===== src/rtl/micro_pkg.sv =====
// micro_pkg: shared encodings and default widths for the microprogram sequencer.
package micro_pkg;
  localparam int MICRO_ADDR_W = 16;
  localparam int MICRO_OP_W = 6;
  localparam logic [1:0] COND_ALWAYS = 2'b00;
  localparam logic [1:0] COND_Z = 2'b01;
  localparam logic [1:0] COND_NZ = 2'b10;
  localparam logic [1:0] COND_EXT = 2'b11;
  localparam logic [5:0] OP_LOOP_LOAD = 6'h3F;
  typedef enum logic [1:0] {ST_IDLE, ST_RUN, ST_HALT} state_t;
endpackage


===== src/rtl/micro_cond_eval.sv =====
// micro_cond_eval: combinational branch-condition decoder; i_ext is flag_ext or loop-count-nonzero.
module micro_cond_eval
  import micro_pkg::*;
(
  input  logic [1:0] i_condition,
  input  logic       i_flag_zero,
  input  logic       i_ext,
  output logic       o_cond_true
);
  always_comb
    o_cond_true = (i_condition == COND_ALWAYS)
                | ((i_condition == COND_Z) & i_flag_zero)
                | ((i_condition == COND_NZ) & !i_flag_zero)
                | ((i_condition == COND_EXT) & i_ext);
endmodule


===== src/rtl/micro_sequencer.sv =====
// micro_sequencer: micro-PC owner, next-address mux and registered op issue.
// Optional loop counter for condition 11 enabled by MICRO_SEQ_LOOP_CNT_EN.
module micro_sequencer
  import micro_pkg::*;
#(
  parameter int                ADDR_W     = MICRO_ADDR_W,
  parameter int                OP_W       = MICRO_OP_W,
  parameter logic [ADDR_W-1:0] START_ADDR = '0
) (
  input  logic              clk,
  input  logic              rst_n,
  input  logic              start,
  input  logic              stall,
  input  logic              flag_zero,
  input  logic              flag_ext,
  input  logic [1:0]        condition,
  input  logic              BT,
  input  logic [OP_W-1:0]   OPs,
  input  logic [ADDR_W-1:0] jump_addr,
  output logic [ADDR_W-1:0] upc,
  output logic [OP_W-1:0]   ops_out,
  output logic              ops_valid,
  output logic              busy,
  output logic              done
);
  state_t            r_state, w_state_nx;
  logic [ADDR_W-1:0] r_upc, w_upc_nx, w_upc_inc;
  logic [OP_W-1:0]   r_ops, w_ops_nx;
  logic              r_valid, w_valid_nx, w_cond_true, w_ext, w_loop_ld, w_halt;

  assign w_upc_inc = r_upc + ADDR_W'(1);
  assign w_halt = BT && condition == COND_ALWAYS && jump_addr == r_upc;

  micro_cond_eval u_cond (
    .i_condition(condition),
    .i_flag_zero(flag_zero),
    .i_ext      (w_ext),
    .o_cond_true(w_cond_true)
  );

`ifdef MICRO_SEQ_LOOP_CNT_EN
  logic [15:0] r_loop_cnt;
  logic        w_unused_ext;
  assign w_unused_ext = flag_ext;
  assign w_loop_ld = !BT && OPs == OP_W'(OP_LOOP_LOAD);
  assign w_ext = r_loop_cnt != '0;
  // Counter decrements only on a taken condition-11 branch.
  always_ff @(posedge clk or negedge rst_n)
    if (!rst_n) r_loop_cnt <= '0;
    else if (r_state == ST_RUN && !stall)
      r_loop_cnt <= w_loop_ld ? 16'(jump_addr)
                  : (BT && condition == COND_EXT && w_cond_true) ? r_loop_cnt - 16'd1
                  : r_loop_cnt;
`else
  assign w_loop_ld = 1'b0;
  assign w_ext = flag_ext;
`endif

  always_comb begin
    w_state_nx = r_state;
    w_upc_nx = r_upc;
    w_ops_nx = r_ops;
    w_valid_nx = 1'b0;
    case (r_state)
      ST_IDLE: if (start) begin
        w_state_nx = ST_RUN;
        w_upc_nx = START_ADDR;
      end
      ST_RUN: if (!stall) begin
        if (!BT) begin
          w_upc_nx = w_upc_inc;
          w_ops_nx = w_loop_ld ? r_ops : OPs;
          w_valid_nx = !w_loop_ld;
        end else if (w_halt) w_state_nx = ST_HALT;
        else w_upc_nx = w_cond_true ? jump_addr : w_upc_inc;
      end
      default: w_state_nx = ST_IDLE;
    endcase
  end

  always_ff @(posedge clk or negedge rst_n)
    if (!rst_n) begin
      r_state <= ST_IDLE;
      r_upc <= START_ADDR;
      r_ops <= '0;
      r_valid <= 1'b0;
    end else begin
      r_state <= w_state_nx;
      r_upc <= w_upc_nx;
      r_ops <= w_ops_nx;
      r_valid <= w_valid_nx;
    end

  assign upc = r_upc;
  assign ops_out = r_ops;
  assign ops_valid = r_valid;
  assign busy = r_state == ST_RUN;
  assign done = r_state == ST_HALT;
endmodule


===== config.mk =====
export PLATFORM = sky130hd
export DESIGN_NAME = micro_sequencer
export DESIGN_NICKNAME = d
export VERILOG_FILES = /design/src/rtl/micro_pkg.sv /design/src/rtl/micro_cond_eval.sv /design/src/rtl/micro_sequencer.sv
export SDC_FILE = /design/constraint.sdc
export NUM_CORES = 1
export LEC_CHECK = 0
export CAP_MARGIN = 20
export CORE_ASPECT_RATIO = 0.8
export CORE_MARGIN = 3
export CORE_UTILIZATION = 45
export DETAILED_ROUTE_END_ITERATION = 8
export GPL_TIMING_DRIVEN = 0
export PLACE_DENSITY = 0.8
export RECOVER_POWER = 50
export SYNTH_ARGS = -nofsm -noshare
export SYNTH_HDL_FRONTEND = slang
export SYNTH_SLANG_ARGS = --single-unit

===== constraint.sdc =====
create_clock -name clk -period 2.1 [get_ports clk]
set_input_delay 0.21 -clock clk [delete_from_list [all_inputs] [get_ports clk]]
set_output_delay 0.21 -clock clk [all_outputs]
set_load 0.05 [all_outputs]

Word-level counts from Yosys, hierarchy flattened
Index checks and enable logic that the tools add are counted.
W data, S select, Z words.

word-level totals
  bits in registers = 25
  bits in latches = 0
  RAM bits = 0
  ROM bits = 0
  input bits = 31
  output and inout bits = 25
  word-level logic and storage cells = 47
  memories kept = 0

operators by class
  $add $sub $neg = 1
  multipliers = 0
  divide/modulo/power cells = 0
  magnitude comparators = 0
  equal/unequal tests = 11
  shifts and indexed selects = 0
  muxes and demuxes = 14
  bitwise operators = 8
  reductions and logical operators = 9

operators by type and width
  cell                     count
  $mux W16                 5
  $pmux W16 S2             1
  $add A16 B1 Y16 const B  1
  $eq A16 B16 Y1           1
  $mux W2                  4
  $reduce_and A4 Y1        2
  $eq A2 B2 Y1 const B     3
  $ne A2 B2 Y1 const B     3
  $eq A2 B1 Y1 const B     2
  $logic_not A2 Y1         2
  $pmux W2 S2              1
  $and A1 B1 Y1            3
  $mux W1                  3
  $ne A3 B3 Y1 const B     1
  $or A1 B1 Y1             3
  $reduce_and A3 Y1        1
  $logic_and A1 B1 Y1      2
  $ne A2 B1 Y1 const B     1
  $not A1 Y1               2
  $reduce_bool A2 Y1       1
  $logic_not A1 Y1         1

Logic depth before layout (Yosys ltp)
Gate-level depths: netlist of run 1.

  depth in word-level cells = 10
  depth in mapped cells = 8
  gate-level depth less buffers = 7

Cells and area by module
From an unflattened synthesis of run 1, not the netlist that was laid out.

unflattened totals
  cell total of the unflattened synthesis = 194
  area total of the unflattened synthesis = 1746.7 sq um

by module, submodules not included
  module           instances  cells an instance  area an instance (sq um)  sequential area each (sq um)
  micro_sequencer  1          192                1727.9                    625.6
  micro_cond_eval  1          2                  18.8                      0.0

Worst setup path before layout of run 1
No wires, ideal clock.

  kind = flip-flop to flip-flop
  start point = register r_upc[3] (netlist: upc[3])
  end point = register r_upc[4] (netlist: upc[4])
  library setup time = 121 ps
  data arrival time = 1855 ps
  data required time = 1979 ps
  path slack = 124 ps
  stages on the path, launching flop included = 8
  period minus slack after synthesis = 1976 ps
  cell sequence = dfrtp_1 buf_6 xor2_1 nor4_2 nand2_1 o21ba_1 buf_2 a22o_1

between the ends
  longest elaborated chain between the ends = 6
  elaborated cells on any way between the ends = 10
  those cells by class = add/sub: 1; eq/ne: 2; mux: 5; reduce/logical: 2

RTL lines
  item                    line                   RTL
  from (decl)             micro_sequencer.sv:27  logic [ADDR_W-1:0] r_upc, w_upc_nx, w_upc_inc;
  from (signal assigned)  micro_sequencer.sv:89  r_upc <= w_upc_nx;
  $add A16 B1 Y16         micro_sequencer.sv:31  assign w_upc_inc = r_upc + ADDR_W'(1);
  $mux W16                micro_sequencer.sv:75  else w_upc_nx = w_cond_true ? jump_addr : w_upc_inc;
  $mux W16                micro_sequencer.sv:74  end else if (w_halt) w_state_nx = ST_HALT;
  $mux W16                micro_sequencer.sv:70  if (!BT) begin
  $mux W16                micro_sequencer.sv:69  ST_RUN: if (!stall) begin
  $pmux W16 S2            micro_sequencer.sv:64  case (r_state)

Several ways; a longest one is shown, not always the timed one. The select of a mux whose other input is x is not followed.
A chain may end at the register's enable or synchronous reset.

Worst setup path in the final report of run 1
  start point = input port flag_zero
  end point = register r_upc[8] (netlist: upc[8])

between the ends
  longest elaborated chain between the ends = 9
  elaborated cells on any way between the ends = 11
  those cells by class = mux: 5; bitwise: 5; reduce/logical: 1

RTL lines
  item                                               line                                          RTL
  from (decl)                                        micro_sequencer.sv:14                         input logic flag_zero,
  $and A1 B1 Y1 or $logic_not A1 Y1 (tied branches)  micro_cond_eval.sv:12, micro_cond_eval.sv:13
  $or A1 B1 Y1 or $and A1 B1 Y1 (tied branches)      micro_cond_eval.sv:12, micro_cond_eval.sv:13
  $or A1 B1 Y1 *                                     micro_cond_eval.sv:13                         | ((i_condition == COND_NZ) & !i_flag_zero)
  $or A1 B1 Y1 *                                     micro_cond_eval.sv:14                         | ((i_condition == COND_EXT) & i_ext);
  $mux W16 *                                         micro_sequencer.sv:75
  $mux W16 *                                         micro_sequencer.sv:74
  $mux W16 *                                         micro_sequencer.sv:70
  $mux W16 *                                         micro_sequencer.sv:69
  $pmux W16 S2 *                                     micro_sequencer.sv:64

Mark *: on every way between the ends. The rest lies on a longest branch, timed or not. The select of a mux whose other input is x is not followed.

==> results.json, run 1 <==
{
  "start_kind": "input pin",
  "coreArea_um2": 3270,
  "drtIter0Drc": 172,
  "dieHeight_um": 59.7,
  "grt_pass1_vias": 1410,
  "powerDensity_nw_per_um2": 762,
  "syn_area_um2": 1620,
  "die_w_um": 73.1,
  "finClkSkew_ns": 0.00677,
  "cp.required_ns": 2.26,
  "yosys_warnings": 0,
  "fin_nets": 272,
  "post-route-min-period_ns": 1.95,
  "viasPerCell": 5.69,
  "end_kind": "flop",
  "cts_inserted_buffers": 3,
  "period_share_pct": 92.7,
  "cap_violations": 0,
  "cts_tree": "yes",
  "max_freq_mhz": 514,
  "htree_levels": 1,
  "start_util_pct": 49.7,
  "preCtsSetupSlack_ns": -0.115,
  "avgRoutedWirePerCell_um": 15.7,
  "cts-root-buf": "clkbuf_8",
  "hp-class": "input pin to asynchronous set/reset pin",
  "ant_nets": 0,
  "clkTransAtPathRegs_ns": 0.09,
  "clock_latency_ns": 0.27,
  "ys_top_cells_by_area": "dfrtp_1, xor2_1, a22o_1",
  "grt_max_degree": 15,
  "syn_avg_cell_area_um2": 9.06,
  "worstPathArrival_ns": 2.11,
  "cp_max_fo": 10,
  "path_cells": "clkdlybuf4s50_1 -> mux2_2 -> a21boi_2 -> buf_2 -> nor2_1 -> a21oi_1 -> nor2_1 -> a2bb2oi_1",
  "crit_top_cell": "nor2_1",
  "wl_um": 4380,
  "outcome": "completed",
  "postCtsSetupRepairBufs": 0,
  "path_class": "input pin to flop",
  "yosysTopAreaCell": "dfrtp_1",
  "ir_worst_vdd_mv": 0.604,
  "grt_setup_unrepaired": "no",
  "reg2regPathDepth": 6,
  "ios": 56,
  "drc_errors": 0,
  "synth_nets": 211,
  "rows": 18,
  "die_area_um2": 4360,
  "cts.sinks": 25,
  "critPathMaxStageDelay_ns": 0.46,
  "cp_top_family": "buffers and inverters",
  "synthToLayoutAreaGrowth_pct": 40.1,
  "synth_top_area_share_pct": 38.6,
  "clockBufferDepth": 2,
  "drt_pass1_iterations": 4,
  "max-slew-margin-rel_pct": 52.2,
  "ys_ff_latch": 25,
  "worst_pin_slew_ns": 0.717,
  "crit_buf_inv": 2,
  "diodes": 0,
  "vias": 1587,
  "hpwl_um": 3300,
  "cp_num_cells": 8,
  "postCtsHoldBufs": 0,
  "postLayoutCoreUtil_pct": 69.6,
  "synth_cells": 179,
  "setup_viol": 0,
  "crit_slowest_cell": "clkdlybuf4s50_1",
  "multi_input_area_um2": 917,
  "synth.distinct_cells": 31,
  "drive_above_1_share_pct": 9.21,
  "fill_cells": 275,
  "regArea_um2": 626,
  "globalplace.congestion": 0.854,
  "grt_pass1_wl_um": 6930,
  "antenna_found_initial": 0,
  "grtUsageTotal_pct": 20.8,
  "grt_overflow": 0,
  "slew_violations": 0,
  "synth-seq-area-share_pct": 38.6,
  "fin_ws_ns": 0.153,
  "hold_viol": 0,
  "leakagePower_uw": 0.000976,
  "portBuffers": 55
}
path summary, 6_finish.rpt:
path                                        start                endpoint  slack, ns
max                                     flag_zero      upc[8]$_DFFE_PN0P_       0.15
min                                         rst_n      upc[6]$_DFFE_PN0P_       0.36
max reg2reg                   upc[12]$_DFFE_PN0P_     upc[13]$_DFFE_PN0P_       0.19
min reg2reg                ops_out[4]$_DFFE_PN0P_  ops_out[4]$_DFFE_PN0P_       0.50
max in group asynchronous                   rst_n      upc[8]$_DFFE_PN0P_       0.71
min in group clk           ops_out[4]$_DFFE_PN0P_  ops_out[4]$_DFFE_PN0P_       0.50
placed cells by master, fill, tap and decap left out:
| cell type | instances |
|---|---|
| clkdlybuf4s50_1 | 45 |
| nand2_1 | 29 |
| dfrtp_1 | 25 |
| xor2_1 | 16 |
| a22o_1 | 14 |
| o21ai_1 | 12 |
| nor2_1 | 10 |
| o31ai_1 | 9 |
| dlygate4sd3_1 | 9 |
| mux2_2 | 8 |
| nand3_1 | 7 |
| o21ai_0 | 7 |
| inv_1 | 5 |
| nand2b_1 | 4 |
| nor3_1 | 4 |
| buf_2 | 4 |
| buf_6 | 3 |
| nor4_1 | 3 |
| nand4_1 | 3 |
| clkbuf_8 | 3 |
| nor4b_1 | 2 |
| clkbuf_1 | 2 |
| a21o_1 | 2 |
| o41ai_1 | 2 |
| nor2b_1 | 1 |
| nor4_2 | 1 |
| o21ba_1 | 1 |
| a21boi_2 | 1 |
| nor3b_2 | 1 |
| o32ai_1 | 1 |
| a21oi_1 | 1 |
| a2bb2oi_1 | 1 |
| ha_1 | 1 |
| clkinv_2 | 1 |
| dlymetal6s2s_1 | 1 |
flip-flops by register name, summed over array words and instances (netlist names):
| register | flops |
|---|---|
| upc | 16 |
| ops_valid | 1 |
| r_state | 2 |
| ops_out | 6 |
where the power goes:
group	internal [uW]	switching [uW]
Sequential	557	102
Clock	133	162
Combinational	310	469
per-layer routing:
metal	vias to the layer above	track usage, %	share of wire (%)
met1	740	31.1	48
met2	70	31.3	42
met5	-	0	0
met4	0	4.21	0.78
met3	4	3.87	9.1
li1	773	-	-
cell type report:
cell class                      instances  area share (%)
Multi-Input combinational cell        141            40.4
Sequential cell                        25            27.5
Timing Repair Buffer                   56            24.5
Buffer                                  8            2.53
Tap cell                               40            2.20
Clock buffer                            3            1.82
Inverter                                5           0.826
Clock inverter                          1           0.220
cell usage after synthesis:
| master | n |
|---|---|
| clkbuf_1 | 1 |
| o31ai_1 | 9 |
| nand2_1 | 29 |
| nor3_1 | 4 |
| o21ai_1 | 12 |
| nand2b_1 | 4 |
| a22o_1 | 14 |
| nor2_1 | 9 |
| nand4_1 | 3 |
| dfrtp_1 | 25 |
| o32ai_1 | 1 |
| nor2b_1 | 1 |
| a21boi_2 | 1 |
| buf_6 | 3 |
| buf_2 | 4 |
| nor4_2 | 1 |
| nor4_1 | 3 |
| xor2_1 | 16 |
| inv_1 | 5 |
| a2bb2oi_1 | 1 |
| nor2_2 | 1 |
| mux2_2 | 8 |
| o21ba_1 | 1 |
| ha_1 | 1 |
| a21o_1 | 2 |
| o21ai_0 | 7 |
| nor3b_2 | 1 |
| nand3_1 | 7 |
| o41ai_1 | 2 |
| a21oi_1 | 1 |
| nor4b_1 | 2 |
repair_timing:
item	4_1_cts	5_1_grt
resized for setup	0	1
setup endpoints to repair	0	1
endpoints found under the hold margin	0	0
cell families (layout without fill, tap and decap cells):
group / count (synthesis) / in the layout / synth area share [%]
DFF: 25 / 25 / 38.6
adders and majority gates: 1 / 1 / 0.771
AOI/OAI and AO/OA: 51 / 51 / 22.3
and+or+nand+nor: 65 / 65 / 19.4
buffers and inverters: 13 / 73 / 4.71
muxes: 8 / 8 / 5.56
xor gates and xnor gates: 16 / 16 / 8.64
per-stage QoR:
step                      instance area [um2]  instances  power [uW]  hold WS, ns  setup TNS [ns]
final                                    2270        279        1730        0.357               0
after global routing                     2270        279        1820        0.392               0
after CTS                                2280        279        1750        0.334               0
after detailed placement                 2240        275        1450        0.498          -0.774
after global placement                   2220        274        1450        0.487          -0.956
after floorplan                          1620        179        1160      -0.0856               0
Power figures use the tool's default switching activity.
==> inputs of run 2 (changes only) <==
MAX_ROUTING_LAYER = met4   (was not set)
clock period = 1.9 ns   (was 2.1 ns; I/O delays follow)
==> results.json, run 2 (synthesized netlist as in run 1, its figures left out) <==
{
  "grtUsageTotal_pct": 23.8,
  "antenna_found_initial": 0,
  "hold_viol": 0,
  "dieHeight_um": 59.7,
  "ir_worst_vdd_mv": 0.498,
  "hp-class": "input pin to asynchronous set/reset pin",
  "viasPerCell": 5.96,
  "reg2reg_slack_ns": 0.04,
  "grt_setup_unrepaired": "yes",
  "drtIter0Drc": 192,
  "leakagePower_uw": 0.000997,
  "synthToLayoutAreaGrowth_pct": 46.7,
  "cts.sinks": 25,
  "path_class": "flop to flop",
  "drive_above_1_share_pct": 19.6,
  "worst_pin_slew_ns": 0.988,
  "start_kind": "flop",
  "cp_max_fo": 10,
  "finClkSkew_ns": 0.00514,
  "cts_tree": "yes",
  "slew_violations": 0,
  "globalplace.congestion": 0.899,
  "fin_ws_ns": 0.0362,
  "fin_nets": 278,
  "powerDensity_nw_per_um2": 829,
  "cap_violations": 0,
  "final_cells": 285,
  "coreArea_um2": 3270,
  "outcome": "completed",
  "drc_errors": 0,
  "preCtsSetupSlack_ns": -0.323,
  "reg2reg_to": "upc[4]$_DFFE_PN0P_",
  "ios": 56,
  "reg2regPathDepth": 6,
  "portBuffers": 55,
  "clkTransAtPathRegs_ns": 0.10,
  "ant_nets": 0,
  "avgRoutedWirePerCell_um": 17.4,
  "largest_reg_flops": 16,
  "finalPower_uw": 1970,
  "wl_um": 4960,
  "tns_ns": 0,
  "final_common_cell": "clkdlybuf4s50_1",
  "start_util_pct": 49.7,
  "hpwl_um": 3650,
  "place_inst": 275,
  "postLayoutCoreUtil_pct": 72.8,
  "clockBufferDepth": 2,
  "worstPathArrival_ns": 2.02,
  "grt_pass1_vias": 1635,
  "end_kind": "flop",
  "cp.required_ns": 2.06,
  "htree_levels": 1,
  "drt_pass1_iterations": 5,
  "period_share_pct": 98.1,
  "grt_overflow": 0,
  "rr_startpoint": "upc[8]$_DFFE_PN0P_",
  "die_w_um": 73.1,
  "grt_max_degree": 18,
  "post-route-min-period_ns": 1.86,
  "setup_viol": 0,
  "clock_latency_ns": 0.27,
  "die_area_um2": 4360,
  "rows": 18,
  "mostFrequentLayoutCells": "clkdlybuf4s50_1, nand2_1, xor2_1, dfrtp_1, a22o_1",
  "grt_pass1_wl_um": 7800,
  "diodes": 0,
  "vias": 1698,
  "cts-root-buf": "clkbuf_8",
  "max_freq_mhz": 537,
  "cts_inserted_buffers": 3,
  "max-slew-margin-rel_pct": 34.2
}
==> run 2: what timing repair did <==
action,CTS,global route
buffers inserted,3,3
hold buffers,0,0
endpoints found under the setup margin,10,18
hold endpoints to repair,0,0
pin swaps,2,8
cloned,0,0
resized for setup,3,17
==> run 2: layer usage <==
metal	vias up	GRT usage (%)	share of wire [%]	wire length, um
met3	10	4.87	8.7	432
met1	806	33.3	43	2130
met2	99	36.3	47	2360
met5	-	-	0	0
li1	783	-	-	-
met4	0	4.21	0.85	42
==> run 2: layout make-up <==
type	count	area, um2
well taps	40	50.0
repair buffers	62	592
fillers	249	887
multi-input cells	141	962
clock inverters	1	7.51
inverters	5	22.5
flip-flops and latches	25	637
clock buffers	3	41.3
plain buffers	8	66.3
==> run 2: how the worst max path moves through the flow <==
stage                           to                from
3_5_place_dp    upc[8]$_DFFE_PN0P_           flag_zero
6_report        upc[4]$_DFFE_PN0P_  upc[8]$_DFFE_PN0P_
3_3_place_gp    upc[8]$_DFFE_PN0P_           flag_zero
4_1_cts         upc[4]$_DFFE_PN0P_  upc[3]$_DFFE_PN0P_
5_1_grt         upc[4]$_DFFE_PN0P_  upc[4]$_DFFE_PN0P_
2_1_floorplan  upc[10]$_DFFE_PN0P_  upc[0]$_DFFE_PN0P_
==> run 2: where the power goes <==
part | switching [uW] | internal, uW
Sequential | 108 | 622
Clock | 182 | 149
Combinational | 545 | 367
==> run 2: critical path, cell delays in order, from the launching register on <==
cell     delay (ns)
dfrtp_2        0.45
xor2_1         0.17
nor4_1         0.30
nand3_1        0.19
o21ba_4        0.25
buf_4          0.17
a22o_1         0.22
==> run 2: stage by stage <==
stage	cell area, um2	hold slack (ns)
floorplan	1640	-0.106
global route	2380	0.303
CTS	2340	0.270
finish	2380	0.286
detailed placement	2260	0.491
global placement	2240	0.471
==> inputs of run 3 (changes only) <==
CORE_ASPECT_RATIO = not set   (was 0.8)
CTS_CLUSTER_DIAMETER = 150   (was not set)
==> results.json, run 3 (synthesized netlist as in run 1, its figures left out) <==
{
  "clockBufferDepth": 2,
  "path_cells": "xor2_1 -> nor4_1 -> nand3_1 -> o21ba_4 -> buf_4 -> a22o_1",
  "end_kind": "flop",
  "rows": 21,
  "grt_max_degree": 16,
  "start_kind": "flop",
  "drive_above_1_share_pct": 17.7,
  "portBuffers": 55,
  "cts_inserted_buffers": 3,
  "clkTransAtPathRegs_ns": 0.15,
  "slew_violations": 0,
  "wl_um": 4680,
  "combPwrFrac_pct": 47.3,
  "cts.sinks": 25,
  "final_common_cell": "clkdlybuf4s50_1",
  "antenna_found_initial": 0,
  "cts-root-buf": "clkbuf_4",
  "diodes": 0,
  "cts_tree": "yes",
  "drt_pass1_iterations": 7,
  "drc_errors": 0,
  "postCtsHoldBufs": 0,
  "setup_viol": 0,
  "start_util_pct": 47.5,
  "p_switching_uw": 826,
  "grt_setup_unrepaired": "yes",
  "max_freq_mhz": 532,
  "crit_slowest_cell": "dfrtp_2",
  "viasPerCell": 5.79,
  "die_w_um": 66.0,
  "drtIter0Drc": 126,
  "cp_max_fo": 10,
  "worstPathArrival_ns": 2.12,
  "pwr-share-seq_pct": 39.0,
  "clkPwrFrac_pct": 13.8,
  "powerDensity_nw_per_um2": 815,
  "fin_nets": 276,
  "grtUsageTotal_pct": 22.8,
  "die_area_um2": 4360,
  "post-route-min-period_ns": 1.88,
  "max-slew-margin-rel_pct": 48.1,
  "avgRoutedWirePerCell_um": 16.2,
  "reg2reg_slack_ns": 0.02,
  "tns_ns": 0,
  "cp.required_ns": 2.14,
  "largest_reg_flops": 16,
  "switching_share_pct": 43.9,
  "grt_pass1_wl_um": 7630,
  "ant_nets": 0,
  "grt_pass1_vias": 1604,
  "ios": 56,
  "ir_worst_vdd_mv": 0.337,
  "htree_levels": 1,
  "p_int_uw": 1060,
  "outcome": "completed",
  "coreArea_um2": 3420,
  "worst_pin_slew_ns": 0.778,
  "path_class": "flop to flop",
  "hold_viol": 0,
  "synthToLayoutAreaGrowth_pct": 42.4,
  "dieHeight_um": 66.0,
  "leakagePower_uw": 0.000983,
  "hpwl_um": 3350,
  "grt_overflow": 0,
  "mostFrequentLayoutCells": "clkdlybuf4s50_1, nand2_1, xor2_1",
  "finClkSkew_ns": 0.00512,
  "globalplace.congestion": 0.891,
  "vias": 1674,
  "hp-class": "input pin to asynchronous set/reset pin",
  "postLayoutCoreUtil_pct": 67.6,
  "period_share_pct": 99.0,
  "cap_violations": 0,
  "critPathMaxStageDelay_ns": 0.48,
  "clock_latency_ns": 0.33
}
-- run 3: repair_timing --
item / in CTS / in global routing
gates resized for setup: 6 / 13
endpoints found under the setup margin: 18 / 23
pin swaps: 2 / 3
buffers inserted: 4 / 0
gates cloned: 0 / 0
-- run 3: worst max-delay path, delay by kind of cell, from the launching register on --
family                 cells  cell delay (ns)
flip-flops                 1             0.48
AO/OA/AOI/OAI              2             0.48
AND/OR/NAND/NOR            2             0.46
XOR/XNOR                   1             0.18
buffers and inverters      1             0.18
-- run 3: cell type report --
type                       instances  area (um2)
buffer                             8        61.3
clock buffer                       3        22.5
clock inverter                     1        7.51
fill                             285        1110
inverter                           5        22.5
multi-input combinational        141         938
sequential                        25         638
tap                               46        57.6
timing repair buffer              60         562
-- run 3: routing by layer --
layer | global-route usage (%) | share of wire (%)
met5 | - | 0
met1 | 30.5 | 43
met2 | 35.4 | 44
met4 | 6.60 | 2.1
met3 | 4.42 | 11
-- run 3: worst paths after layout --
kind | start | cells after the start | end
max | upc[7]$_DFFE_PN0P_ | 6 | upc[14]$_DFFE_PN0P_
min | rst_n | 1 | ops_out[1]$_DFFE_PN0P_
max reg2reg | upc[7]$_DFFE_PN0P_ | 6 | upc[14]$_DFFE_PN0P_
min reg2reg | r_state[1]$_DFFE_PN0P_ | 1 | r_state[0]$_DFFE_PN0P_
max in group asynchronous | rst_n | 2 | upc[3]$_DFFE_PN0P_
min in group clk | start | 3 | r_state[0]$_DFFE_PN0P_
-- run 3: through the flow --
stage / hold WS (ns) / total power, uW / cell area, um2 / setup slack [ns] / cells
finish: 0.293 / 1880 / 2310 / 0.0197 / 289
global placement: 0.477 / 1600 / 2240 / -0.311 / 280
CTS: 0.264 / 1890 / 2320 / 0.0184 / 289
detailed placement: 0.484 / 1620 / 2260 / -0.303 / 281
global route: 0.324 / 1980 / 2310 / -0.0670 / 289
floorplan: -0.106 / 1280 / 1640 / 0.00631 / 179
-- run 3: power by group through the flow --
stage                     sequential (uW)  clock (uW)  combinational, uW
after detailed placement              743           0                874
after floorplan                      1020           0                258
after CTS                             728         260                902
after global routing                  750         291                937
after global placement                740           0                863
final                                 733         260                890
